--- config.mk ---
export PLATFORM = sky130hd
export DESIGN_NAME = decode_branch_sched_flat
export DESIGN_NICKNAME = d
export VERILOG_FILES = /design/src/rtl/decode_branch_sched_pkg.sv /design/src/rtl/decode_branch_sched_if.sv /design/src/rtl/decode_branch_sched_br_inflight_ctr.sv /design/src/rtl/decode_branch_sched.sv /design/src/flat_wrapper.sv
export SDC_FILE = /design/constraint.sdc
export NUM_CORES = 1
export LEC_CHECK = 0
export CAP_MARGIN = 20
export CELL_PAD_IN_SITES_DETAIL_PLACEMENT = 1
export CELL_PAD_IN_SITES_GLOBAL_PLACEMENT = 1
export CORE_AREA = 2 2 139 141
export DETAILED_ROUTE_END_ITERATION = 8
export DIE_AREA = 0 0 141 143
export DONT_BUFFER_PORTS = 1
export PLACE_DENSITY = 0.51
export SYNTH_ARGS = -nofsm -noshare
export SYNTH_HDL_FRONTEND = slang
export SYNTH_SLANG_ARGS = --single-unit
--- constraint.sdc ---
create_clock -name clk -period 12.45 [get_ports clk]
set_input_delay 2.49 -clock clk [delete_from_list [all_inputs] [get_ports clk]]
set_output_delay 2.49 -clock clk [all_outputs]
set_load 0.02 [all_outputs]
--- src/rtl/decode_branch_sched_pkg.sv ---
// Shared types and constants for the decode-stage branch scheduler.
package decode_branch_sched_pkg;

    localparam int DATA_WIDTH     = 32;
    localparam int INSTR_WIDTH    = 32;
    localparam int GPR_NUM        = 32;
    localparam int REG_ADDR_WIDTH = $clog2(GPR_NUM);
    localparam int ALU_OP_WIDTH   = 8;
    localparam int ALU_SEL_WIDTH  = 3;

    // Result-select code the decoder uses for jump/branch class operations.
    localparam logic [ALU_SEL_WIDTH-1:0] EXE_RES_JUMP = 3'b101;

    // One instruction buffer entry.
    typedef struct packed {
        logic [DATA_WIDTH-1:0]  pc;
        logic [INSTR_WIDTH-1:0] instr;
    } instr_buffer_info_t;

    // Decoded operation handed to dispatch.
    typedef struct packed {
        logic [DATA_WIDTH-1:0]       pc;
        logic [INSTR_WIDTH-1:0]      instr;
        logic [ALU_OP_WIDTH-1:0]     aluop;
        logic [ALU_SEL_WIDTH-1:0]    alusel;
        logic [DATA_WIDTH-1:0]       imm;
        logic [1:0]                  rrv;
        logic [2*REG_ADDR_WIDTH-1:0] rra;
        logic                        rwv;
        logic [REG_ADDR_WIDTH-1:0]   rwa;
        logic                        ine;
    } decode_op_t;

    // Sequencer states.
    typedef enum logic [1:0] {
        RUN     = 2'd0,
        BR_WAIT = 2'd1,
        FLUSH   = 2'd2
    } sched_state_e;

    // Width of a counter able to hold 0..max_br.
    function automatic int br_cnt_width(input int max_br);
        return $clog2(max_br + 1);
    endfunction

endpackage

--- src/rtl/decode_branch_sched_if.sv ---
// Bundle of buffer, decoder, dispatch and branch-resolve signals around the
// decode-stage scheduler. "slave" is the scheduler side, "master" the
// surrounding pipeline.
interface decode_branch_sched_if #(
    parameter int MAX_BR = 2
);
    import decode_branch_sched_pkg::*;

    localparam int CNT_W = br_cnt_width(MAX_BR);

    logic                               flush_i;
    logic                               in_valid_i;
    instr_buffer_info_t                 in_instr_i;
    logic                               in_ready_o;
    instr_buffer_info_t                 dec_instr_o;
    logic                               dec_valid_i;
    logic [ALU_OP_WIDTH-1:0]            dec_aluop_i;
    logic [ALU_SEL_WIDTH-1:0]           dec_alusel_i;
    logic [DATA_WIDTH-1:0]              dec_imm_i;
    logic [1:0]                         dec_rrv_i;
    logic [2*REG_ADDR_WIDTH-1:0]        dec_rra_i;
    logic                               dec_rwv_i;
    logic [REG_ADDR_WIDTH-1:0]          dec_rwa_i;
    logic                               out_valid_o;
    logic                               out_ready_i;
    decode_op_t                         out_op_o;
    logic                               br_resolve_i;
    logic [CNT_W-1:0]                   br_cnt_o;
    logic [31:0]                        stall_cnt_o;

    modport slave (
        input  flush_i, in_valid_i, in_instr_i,
        input  dec_valid_i, dec_aluop_i, dec_alusel_i, dec_imm_i,
        input  dec_rrv_i, dec_rra_i, dec_rwv_i, dec_rwa_i,
        input  out_ready_i, br_resolve_i,
        output in_ready_o, dec_instr_o, out_valid_o, out_op_o,
        output br_cnt_o, stall_cnt_o
    );

    modport master (
        output flush_i, in_valid_i, in_instr_i,
        output dec_valid_i, dec_aluop_i, dec_alusel_i, dec_imm_i,
        output dec_rrv_i, dec_rra_i, dec_rwv_i, dec_rwa_i,
        output out_ready_i, br_resolve_i,
        input  in_ready_o, dec_instr_o, out_valid_o, out_op_o,
        input  br_cnt_o, stall_cnt_o
    );

endinterface

--- src/rtl/decode_branch_sched_br_inflight_ctr.sv ---
// Up/down counter of unresolved jump-class operations, saturating at 0 and
// MAX_BR, with a "room for one more" compare against the limit.
module br_inflight_ctr #(
    parameter  int MAX_BR = 2,
    localparam int CNT_W  = $clog2(MAX_BR + 1)
) (
    input  logic             clk,
    input  logic             rst_n,
    input  logic             clr,
    input  logic             inc,
    input  logic             dec,
    output logic [CNT_W-1:0] cnt,
    output logic             below_max
);

    localparam logic [CNT_W-1:0] LIMIT = CNT_W'(MAX_BR);

    logic [CNT_W-1:0] cnt_q;

    assign cnt       = cnt_q;
    assign below_max = (cnt_q < LIMIT);

    // Clear dominates; a simultaneous issue and resolve cancel out.
    always_ff @(posedge clk) begin
        if (!rst_n) begin
            cnt_q <= '0;
        end else if (clr) begin
            cnt_q <= '0;
        end else if (inc && !dec) begin
            if (cnt_q != LIMIT) begin
                cnt_q <= cnt_q + CNT_W'(1);
            end
        end else if (dec && !inc) begin
            if (cnt_q != '0) begin
                cnt_q <= cnt_q - CNT_W'(1);
            end
        end
    end

endmodule

--- src/rtl/decode_branch_sched.sv ---
// Decode-stage sequencer for the branch/jump path: one-entry stage register,
// pass-through of the external decoder result to dispatch, and a limit on
// unresolved jump-class operations with a stall state and stall counter.
module decode_branch_sched
    import decode_branch_sched_pkg::*;
#(
    parameter int MAX_BR = 2
) (
    input  logic                  clk,
    input  logic                  rst_n,
    decode_branch_sched_if.slave  bus
);

    localparam int CNT_W = br_cnt_width(MAX_BR);

    sched_state_e       state;
    logic               hold_v;
    instr_buffer_info_t hold_instr;
    logic [31:0]        stall_cnt;

    logic               is_br;
    logic               can_issue;
    logic               below_max;
    logic [CNT_W-1:0]   br_cnt;
    logic               out_valid;
    logic               fire;
    logic               in_ready;
    logic               accept;
    instr_buffer_info_t dec_instr;
    decode_op_t         op;

    // Invalid decodes never count as jump-class even if alusel happens to match.
    assign is_br     = bus.dec_valid_i && (bus.dec_alusel_i == EXE_RES_JUMP);
    // A resolve in the same cycle frees a slot, so the branch may go at the limit.
    assign can_issue = !is_br || below_max || bus.br_resolve_i;

    assign out_valid = hold_v && can_issue && (state == RUN) && !bus.flush_i;
    assign fire      = out_valid && bus.out_ready_i;
    assign in_ready  = (state == RUN) && !bus.flush_i && (!hold_v || fire);
    assign accept    = bus.in_valid_i && in_ready;

    assign dec_instr = hold_v ? hold_instr : '0;

    // Decoded op is the held entry merged with the decoder's combinational result.
    always_comb begin
        op        = '0;
        op.pc     = dec_instr.pc;
        op.instr  = dec_instr.instr;
        op.aluop  = bus.dec_aluop_i;
        op.alusel = bus.dec_alusel_i;
        op.imm    = bus.dec_imm_i;
        op.rrv    = bus.dec_rrv_i;
        op.rra    = bus.dec_rra_i;
        op.rwv    = bus.dec_rwv_i;
        op.rwa    = bus.dec_rwa_i;
        op.ine    = !bus.dec_valid_i;
    end

    assign bus.dec_instr_o = dec_instr;
    assign bus.in_ready_o  = in_ready;
    assign bus.out_valid_o = out_valid;
    assign bus.out_op_o    = op;
    assign bus.br_cnt_o    = br_cnt;
    assign bus.stall_cnt_o = stall_cnt;

    br_inflight_ctr #(
        .MAX_BR    (MAX_BR)
    ) u_br_ctr (
        .clk       (clk),
        .rst_n     (rst_n),
        .clr       (bus.flush_i),
        .inc       (fire && is_br),
        .dec       (bus.br_resolve_i),
        .cnt       (br_cnt),
        .below_max (below_max)
    );

    // Instruction payload is data only; its validity lives in hold_v.
    always_ff @(posedge clk) begin
        if (accept) begin
            hold_instr <= bus.in_instr_i;
        end
    end

    // Control FSM: stage occupancy, branch-limit stall, flush recovery, stall count.
    always_ff @(posedge clk) begin
        if (!rst_n) begin
            state     <= RUN;
            hold_v    <= 1'b0;
            stall_cnt <= '0;
        end else begin
            if ((state == BR_WAIT) && (stall_cnt != '1)) begin
                stall_cnt <= stall_cnt + 32'd1;
            end
            if (bus.flush_i) begin
                state  <= FLUSH;
                hold_v <= 1'b0;
            end else begin
                case (state)
                    RUN: begin
                        if (accept) begin
                            hold_v <= 1'b1;
                        end else if (fire) begin
                            hold_v <= 1'b0;
                        end
                        if (hold_v && is_br && !can_issue) begin
                            state <= BR_WAIT;
                        end
                    end
                    BR_WAIT: begin
                        // Issue resumes the cycle after the resolve lands.
                        if (bus.br_resolve_i) begin
                            state <= RUN;
                        end
                    end
                    FLUSH: begin
                        state <= RUN;
                    end
                    default: begin
                        state <= RUN;
                    end
                endcase
            end
        end
    end

endmodule
--- src/flat_wrapper.sv ---
// flat-port wrapper written by rule: the top's interface ports become plain ports
module decode_branch_sched_flat import decode_branch_sched_pkg::*;
#(
    parameter int MAX_BR = 2
)
  (clk, rst_n, bus_flush_i, bus_in_valid_i, bus_in_instr_i, bus_dec_valid_i, bus_dec_aluop_i, bus_dec_alusel_i, bus_dec_imm_i, bus_dec_rrv_i, bus_dec_rra_i, bus_dec_rwv_i, bus_dec_rwa_i, bus_out_ready_i, bus_br_resolve_i, bus_in_ready_o, bus_dec_instr_o, bus_out_valid_o, bus_out_op_o, bus_br_cnt_o, bus_stall_cnt_o);
  decode_branch_sched_if #(.MAX_BR(MAX_BR)) bus_i ();
  input  logic clk;
  input  logic rst_n;
  input wire logic [$bits(bus_i.flush_i)-1:0] bus_flush_i;
  input wire logic [$bits(bus_i.in_valid_i)-1:0] bus_in_valid_i;
  input wire logic [$bits(bus_i.in_instr_i)-1:0] bus_in_instr_i;
  input wire logic [$bits(bus_i.dec_valid_i)-1:0] bus_dec_valid_i;
  input wire logic [$bits(bus_i.dec_aluop_i)-1:0] bus_dec_aluop_i;
  input wire logic [$bits(bus_i.dec_alusel_i)-1:0] bus_dec_alusel_i;
  input wire logic [$bits(bus_i.dec_imm_i)-1:0] bus_dec_imm_i;
  input wire logic [$bits(bus_i.dec_rrv_i)-1:0] bus_dec_rrv_i;
  input wire logic [$bits(bus_i.dec_rra_i)-1:0] bus_dec_rra_i;
  input wire logic [$bits(bus_i.dec_rwv_i)-1:0] bus_dec_rwv_i;
  input wire logic [$bits(bus_i.dec_rwa_i)-1:0] bus_dec_rwa_i;
  input wire logic [$bits(bus_i.out_ready_i)-1:0] bus_out_ready_i;
  input wire logic [$bits(bus_i.br_resolve_i)-1:0] bus_br_resolve_i;
  output wire logic [$bits(bus_i.in_ready_o)-1:0] bus_in_ready_o;
  output wire logic [$bits(bus_i.dec_instr_o)-1:0] bus_dec_instr_o;
  output wire logic [$bits(bus_i.out_valid_o)-1:0] bus_out_valid_o;
  output wire logic [$bits(bus_i.out_op_o)-1:0] bus_out_op_o;
  output wire logic [$bits(bus_i.br_cnt_o)-1:0] bus_br_cnt_o;
  output wire logic [$bits(bus_i.stall_cnt_o)-1:0] bus_stall_cnt_o;
  assign bus_i.flush_i = bus_flush_i;
  assign bus_i.in_valid_i = bus_in_valid_i;
  assign bus_i.in_instr_i = bus_in_instr_i;
  assign bus_i.dec_valid_i = bus_dec_valid_i;
  assign bus_i.dec_aluop_i = bus_dec_aluop_i;
  assign bus_i.dec_alusel_i = bus_dec_alusel_i;
  assign bus_i.dec_imm_i = bus_dec_imm_i;
  assign bus_i.dec_rrv_i = bus_dec_rrv_i;
  assign bus_i.dec_rra_i = bus_dec_rra_i;
  assign bus_i.dec_rwv_i = bus_dec_rwv_i;
  assign bus_i.dec_rwa_i = bus_dec_rwa_i;
  assign bus_i.out_ready_i = bus_out_ready_i;
  assign bus_i.br_resolve_i = bus_br_resolve_i;
  assign bus_in_ready_o = bus_i.in_ready_o;
  assign bus_dec_instr_o = bus_i.dec_instr_o;
  assign bus_out_valid_o = bus_i.out_valid_o;
  assign bus_out_op_o = bus_i.out_op_o;
  assign bus_br_cnt_o = bus_i.br_cnt_o;
  assign bus_stall_cnt_o = bus_i.stall_cnt_o;
  decode_branch_sched #(.MAX_BR(MAX_BR)) u_core (.clk(clk), .rst_n(rst_n), .bus(bus_i));
endmodule
---- Word level (Yosys, flattened, before mapping) ----
Index checks and enable logic that the tools add are counted.
word-level totals
  bits in latches ......................... 0
  memories ................................ 0
  bits of input ports ..................... 132
  memory bits (writable) .................. 0
  memory bits (read-only) ................. 0
  logic and storage cells ................. 66
  flip-flop bits (word level) ............. 101
operators by class
  multiply operators ...................... 0
  shift-type cells ........................ 0
  reduce and logical (&&, ||, !) cells .... 34
  divide/modulo/power cells ............... 0
  order comparisons ....................... 1
  bitwise gates (word level) .............. 1
  add/subtract/negate cells ............... 3
  multiplexer cells ....................... 11
  eq/ne operators ......................... 9
operator list
  operator               number
  $mux 64                1
  $add 32x1->32 const B  1
  $ne 32x32->1 const B   1
  $logic_and 1x1->1      14
  $mux 2                 7
  $reduce_bool 2->1      4
  $logic_not 1->1        7
  $ne 2x2->1 const B     3
  $ne 3x3->1 const B     2
  $reduce_and 2->1       3
  $pmux 2 s2             1
  $eq 3x3->1 const B     1
  $logic_or 1x1->1       3
  $reduce_and 3->1       1
  $add 2x1->2 const B    1
  $eq 2x1->1 const B     1
  $logic_not 2->1        1
  $lt 2x2->1 const B     1
  $mux 1                 2
  $ne 2x1->1 const B     1
  $reduce_or 2->1        1
  $sub 2x1->2 const B    1
  $not 1->1              1

---- Depth between registers and ports, before layout ----
  depth in word-level cells ............... 14
  mapped depth ............................ 9
  gate-level depth less buffers ........... 9

---- Modules after synthesis ----
A second synthesis with hierarchy kept.
second synthesis, totals
  cells, all modules ...................... 484
  area, all modules ....................... 5307.6 µm²
by module, submodules not included
  module               cells an instance  seq. area each (µm²)  instances  area each (µm²)
  decode_branch_sched  467                2622.5                1          5181.2
  br_inflight_ctr      17                 40.0                  1          126.4

---- Least setup slack after synthesis ----
No wires, ideal clock.
  path kind ............................... in2reg
  from .................................... input port bus_dec_alusel_i[2]
  to ...................................... register u_core.hold_instr[0] in the netlist's numbering (enable)
  cell stages on the path ................. 4
  setup time .............................. 0.507 ns
  path buffers ............................ 0
  arrival time ............................ 6.038 ns
  slack ................................... 5.905 ns
  required time ........................... 11.943 ns
  cell sequence ........................... and4b_1 -> nand3_1 -> nand3_1 -> a21oi_1
on the way
  word-level cells in the longest chain between the ends .. 12
ends and longest elaborated chain
  item                            RTL line                   source
  start: declaration              flat_wrapper.sv:15         input wire logic [$bits(bus_i.dec_alusel_i)-1:0] bus_dec_alusel_i;
  $eq 3x3->1                      decode_branch_sched.sv:33  assign is_br = bus.dec_valid_i && (bus.dec_alusel_i == EXE_RES_JUMP);
  $logic_and 1x1->1               decode_branch_sched.sv:33
  $logic_not 1->1                 decode_branch_sched.sv:35  assign can_issue = !is_br || below_max || bus.br_resolve_i;
  $logic_or 1x1->1 (2 in a row)   decode_branch_sched.sv:35
  $logic_and 1x1->1 (3 in a row)  decode_branch_sched.sv:37  assign out_valid = hold_v && can_issue && (state == RUN) && !bus.flush_i;
  $logic_and 1x1->1               decode_branch_sched.sv:38  assign fire = out_valid && bus.out_ready_i;
  $logic_or 1x1->1                decode_branch_sched.sv:39  assign in_ready = (state == RUN) && !bus.flush_i && (!hold_v || fire);
  $logic_and 1x1->1               decode_branch_sched.sv:39
  $logic_and 1x1->1               decode_branch_sched.sv:40  assign accept = bus.in_valid_i && in_ready;
  named net u_core.accept         decode_branch_sched.sv:28  logic accept;
  end signal: assignment          decode_branch_sched.sv:81  hold_instr <= bus.in_instr_i;
  end: declaration                decode_branch_sched.sv:18  instr_buffer_info_t hold_instr;
The timed path passes the listed nets, and every way through them passes these cells.
A chain may end at the register's enable or synchronous reset.

---- Worst setup path in the final report ----
  from .................................... input port bus_dec_alusel_i[1]
  to ...................................... output port bus_in_ready_o
on the way
  word-level cells in the longest chain between the ends .. 11
ends and longest elaborated chain
  item                            RTL line                   source
  $eq 3x3->1                      decode_branch_sched.sv:33
  $logic_and 1x1->1               decode_branch_sched.sv:33
  $logic_not 1->1                 decode_branch_sched.sv:35
  $logic_or 1x1->1 (2 in a row)   decode_branch_sched.sv:35
  $logic_and 1x1->1 (3 in a row)  decode_branch_sched.sv:37
  $logic_and 1x1->1               decode_branch_sched.sv:38
  $logic_or 1x1->1                decode_branch_sched.sv:39
  $logic_and 1x1->1               decode_branch_sched.sv:39
  end: declaration                flat_wrapper.sv:23         output wire logic [$bits(bus_i.in_ready_o)-1:0] bus_in_ready_o;
No other way between the ends.

==> results.py <==
metrics = {
    "run_status": {
        "status": "completed",
    },
    "global_route": {
        "grt_pass1_vias": 3155,
        "grt_remaining_overflow": 0,
        "grtUsageTotal_pct": 12.17,
        "grt_pass1_wl_microns": 18640,
        "grt_max_degree": 69,
        "antenna_found_initial": 0,
    },
    "hold_path": {
        "holdCritStartpoint": "u_core.state[1]",
        "min_path_cells": 1,
        "hp-class": "reg2reg",
        "holdPathEnd": "u_core.state[0]",
    },
    "critical_path": {
        "rrSetupSlack_ps": 9620,
        "crit-reg2reg-launch": "u_core.bus.stall_cnt_o[2]",
        "path_class": "in2out",
        "critPathLaunchType": "input port",
        "path_common_cell": "nand3_1",
        "end_kind": "output pin",
        "reg2reg_to": "u_core.bus.stall_cnt_o[30]",
        "crit_path_max_fanout": 3,
        "crit_slowest_cell": "and2_1",
        "cpPeakStageDelay_ps": 320,
        "path_cells": "and4b_1 -> nand3_1 -> nand3_1 -> nand2_1 -> and2_1",
        "crit_required_ps": 9960,
        "cp.arrival_ps": 3550,
        "r2r.worst_path.cells": 5,
    },
    "placed_design": {
        "dp_hpwl_microns": 9552,
        "place_ws_ps": 6389,
        "gp_congestion": 0.7290,
        "io_buffer_count": 0,
    },
    "floorplanning": {
        "io_pins": 358,
        "die_y_microns": 143,
        "fp.dieArea_sq_um": 20160,
        "start_util_pct": 27.91,
        "core.rowCount": 50,
        "die_x_microns": 141,
        "coreArea_sq_um": 18580,
    },
    "cells_and_area": {
        "nFillCells": 2073,
        "post-route-util_pct": 25.95,
        "nets": 504,
        "diodes": 0,
        "drive_above_1_share_pct": 5.615,
        "syn_to_final_growth_pct": -6.998,
    },
    "timing": {
        "fmax_mhz": 165.6,
        "hold_viol_final": 0,
        "period_needed_ps": 6039,
        "worst_slew_pin_slew_ps": 961.8,
        "setup_tns_ps": 0,
        "setup_violations": 0,
        "slew_headroom_pct": 35.88,
        "finClkSkew_ps": 12.89,
        "fin_crit_sh_pct": 48.51,
        "rsz0062_at_grt": "false",
        "layout_setup_ws_ps": 6411,
        "slew_violations": 0,
        "holdWs_ps": 540.3,
    },
    "power": {
        "power_leakage_nw": 1.529,
        "vdd_drop_max_mv": 0.06526,
        "powerDensity_nw_per_um2": 144.5,
    },
    "clocking": {
        "clk_pin_slew_worst_paths_ps": 80,
        "cts_resized": 0,
        "post_cts_buffers": 0,
        "clock-sinks": 101,
        "cts-root-buf": "clkbuf_16",
        "clk_latency_ps": 350,
        "cts_buffers": 9,
        "h-tree-depth": 3,
        "cts.path.max_buffers": 2,
        "cts_tree": "yes",
        "hold_buffers": 0,
    },
    "routing": {
        "drt-initial-drc-count": 110,
        "route.detailed.wl_per_inst_microns": 20.98,
        "wl_met3_microns": 1479,
        "num_vias": 3058,
        "top_layer": "met4",
        "route.detailed.drc": 0,
        "dr.pass1.iters": 4,
        "routed_wl_microns": 12760,
        "vias_per_cell": 5.030,
        "m1WireLength_microns": 4803,
        "wl_met2_microns": 6196,
        "antenna_left": 0,
    },
    "synth": {
        "yosysUniqueCellTypes": 42,
        "syn-cell-area_sq_um": 5185,
        "synthCells": 497,
        "ys_ff_latch": 101,
        "synthesis.nets": 631,
        "async_flop_share_pct": 0,
        "synth-edff-count": 64,
        "synth_area_per_cell_sq_um": 10.43,
        "ys_warn_count": 0,
        "synthFlopType": "edfxtp_1",
        "synth-seq-area-share_pct": 51.35,
    },
    "run": {
        "maxCapViolCount": 0,
    },
}
synth_stat cells (all sizes together), types with 2 or more instances:
cell type,count,area [sq um]
or4,12,93.84
and2,67,419.2
nor3,6,30.03
nand2b,6,37.54
edfxtp,64,1922
nand2,26,97.59
o21ai,14,70.07
xor2,2,17.52
dfxtp,37,740.7
and3,2,12.51
inv,10,37.54
o31ai,8,60.06
a21oi,23,115.1
or3,11,68.82
clkbuf,14,52.55
nor3b,2,15.01
nor2b,3,18.77
nand4,10,68.81
nor4,4,25.02
mux2i,6,60.06
ha,2,25.02
nor2,9,33.78
buf,126,943.4
nand3,18,90.09
worst max-delay path: cells and delay by family:
family           cells  cell delay (ps)
AND/OR/NAND/NOR      5             1050
state kept, by name, indices dropped and copies added, names as in the netlist:
signal,flops
u_core.u_br_ctr.cnt,2
u_core.hold_v,1
u_core.bus.stall_cnt_o,32
u_core.hold_instr,64
u_core.state,2
logic make-up after synthesis:
kind of cell,count (synthesis),synth area share (%)
simple gates,180,20.20
buf+inv,150,19.93
flops,101,51.35
compound gates,55,6.371
mux,6,1.158
xor+xnor,3,0.5068
fa+ha+maj,2,0.4825
layer usage:
metal | vias to the layer above | global-route usage, %
met4 | 0 | 5.105
met3 | 29 | 6.942
li1 | 1349 | -
met1 | 1472 | 12.79
met5 | - | 0
met2 | 208 | 20.10
where the power goes:
group          switching, mW  internal [mW]
Clock                  0.129          0.176
Combinational         0.0201        0.00326
Sequential           0.00329          0.366
Total                  0.152          0.545
worst max-delay path by stage:
| stage | from | endpoint | slack [ps] | cells past startpoint |
|---|---|---|---|---|
| floorplan | bus_dec_alusel_i[2] | u_core.hold_instr[0] | 5900 | 4 |
| global placement | bus_dec_alusel_i[1] | bus_in_ready_o | 6430 | 5 |
| detailed placement | bus_dec_alusel_i[1] | bus_in_ready_o | 6390 | 5 |
| CTS | bus_dec_alusel_i[1] | bus_in_ready_o | 6390 | 5 |
| global route | bus_dec_alusel_i[1] | bus_in_ready_o | 6320 | 5 |
| finish | bus_dec_alusel_i[1] | bus_in_ready_o | 6410 | 5 |
cell type report:
cell class / instances / area [sq um] / area share [%]
Clock buffer: 9 / 225.2 / 4.670
Clock inverter: 6 / 87.58 / 1.816
Inverter: 10 / 37.54 / 0.7784
Multi-Input combinational cell: 246 / 1500 / 31.11
Sequential cell: 101 / 2664 / 55.24
Tap cell: 234 / 292.8 / 6.072
Timing Repair Buffer: 2 / 15.01 / 0.3114
through the flow:
step	instances	cell area [sq um]	total power, mW
2_1_floorplan	497	5185	0.4301
3_5_place_dp	593	4509	0.4009
4_1_cts	608	4822	0.7085
5_1_grt	608	4822	0.7231
3_3_place_gp	593	4509	0.3997
6_report	608	4822	0.6969
layout by cell type, fill, tap and decap left out, types with 2 or more instances in the layout:
master	Yosys	routed
edfxtp_1	64	64
nor4_1	4	4
xor2_1	2	2
nand4_1	9	9
ha_1	2	2
dfxtp_1	37	36
mux2i_1	6	6
nor2b_1	3	3
nand2_1	26	26
nor3b_1	2	2
nand3_1	18	18
and2_1	67	67
inv_1	10	10
nand2b_1	6	6
clkbuf_16	0	9
a21oi_1	23	22
or3_1	11	11
or4_1	11	11
and3_1	2	2
o31ai_1	8	8
bufinv_16	0	2
clkinv_2	0	2
o21ai_0	14	14
nor2_1	9	9
buf_4	125	2
nor3_1	6	6
Note: power is estimated with default switching activity, not from simulation.
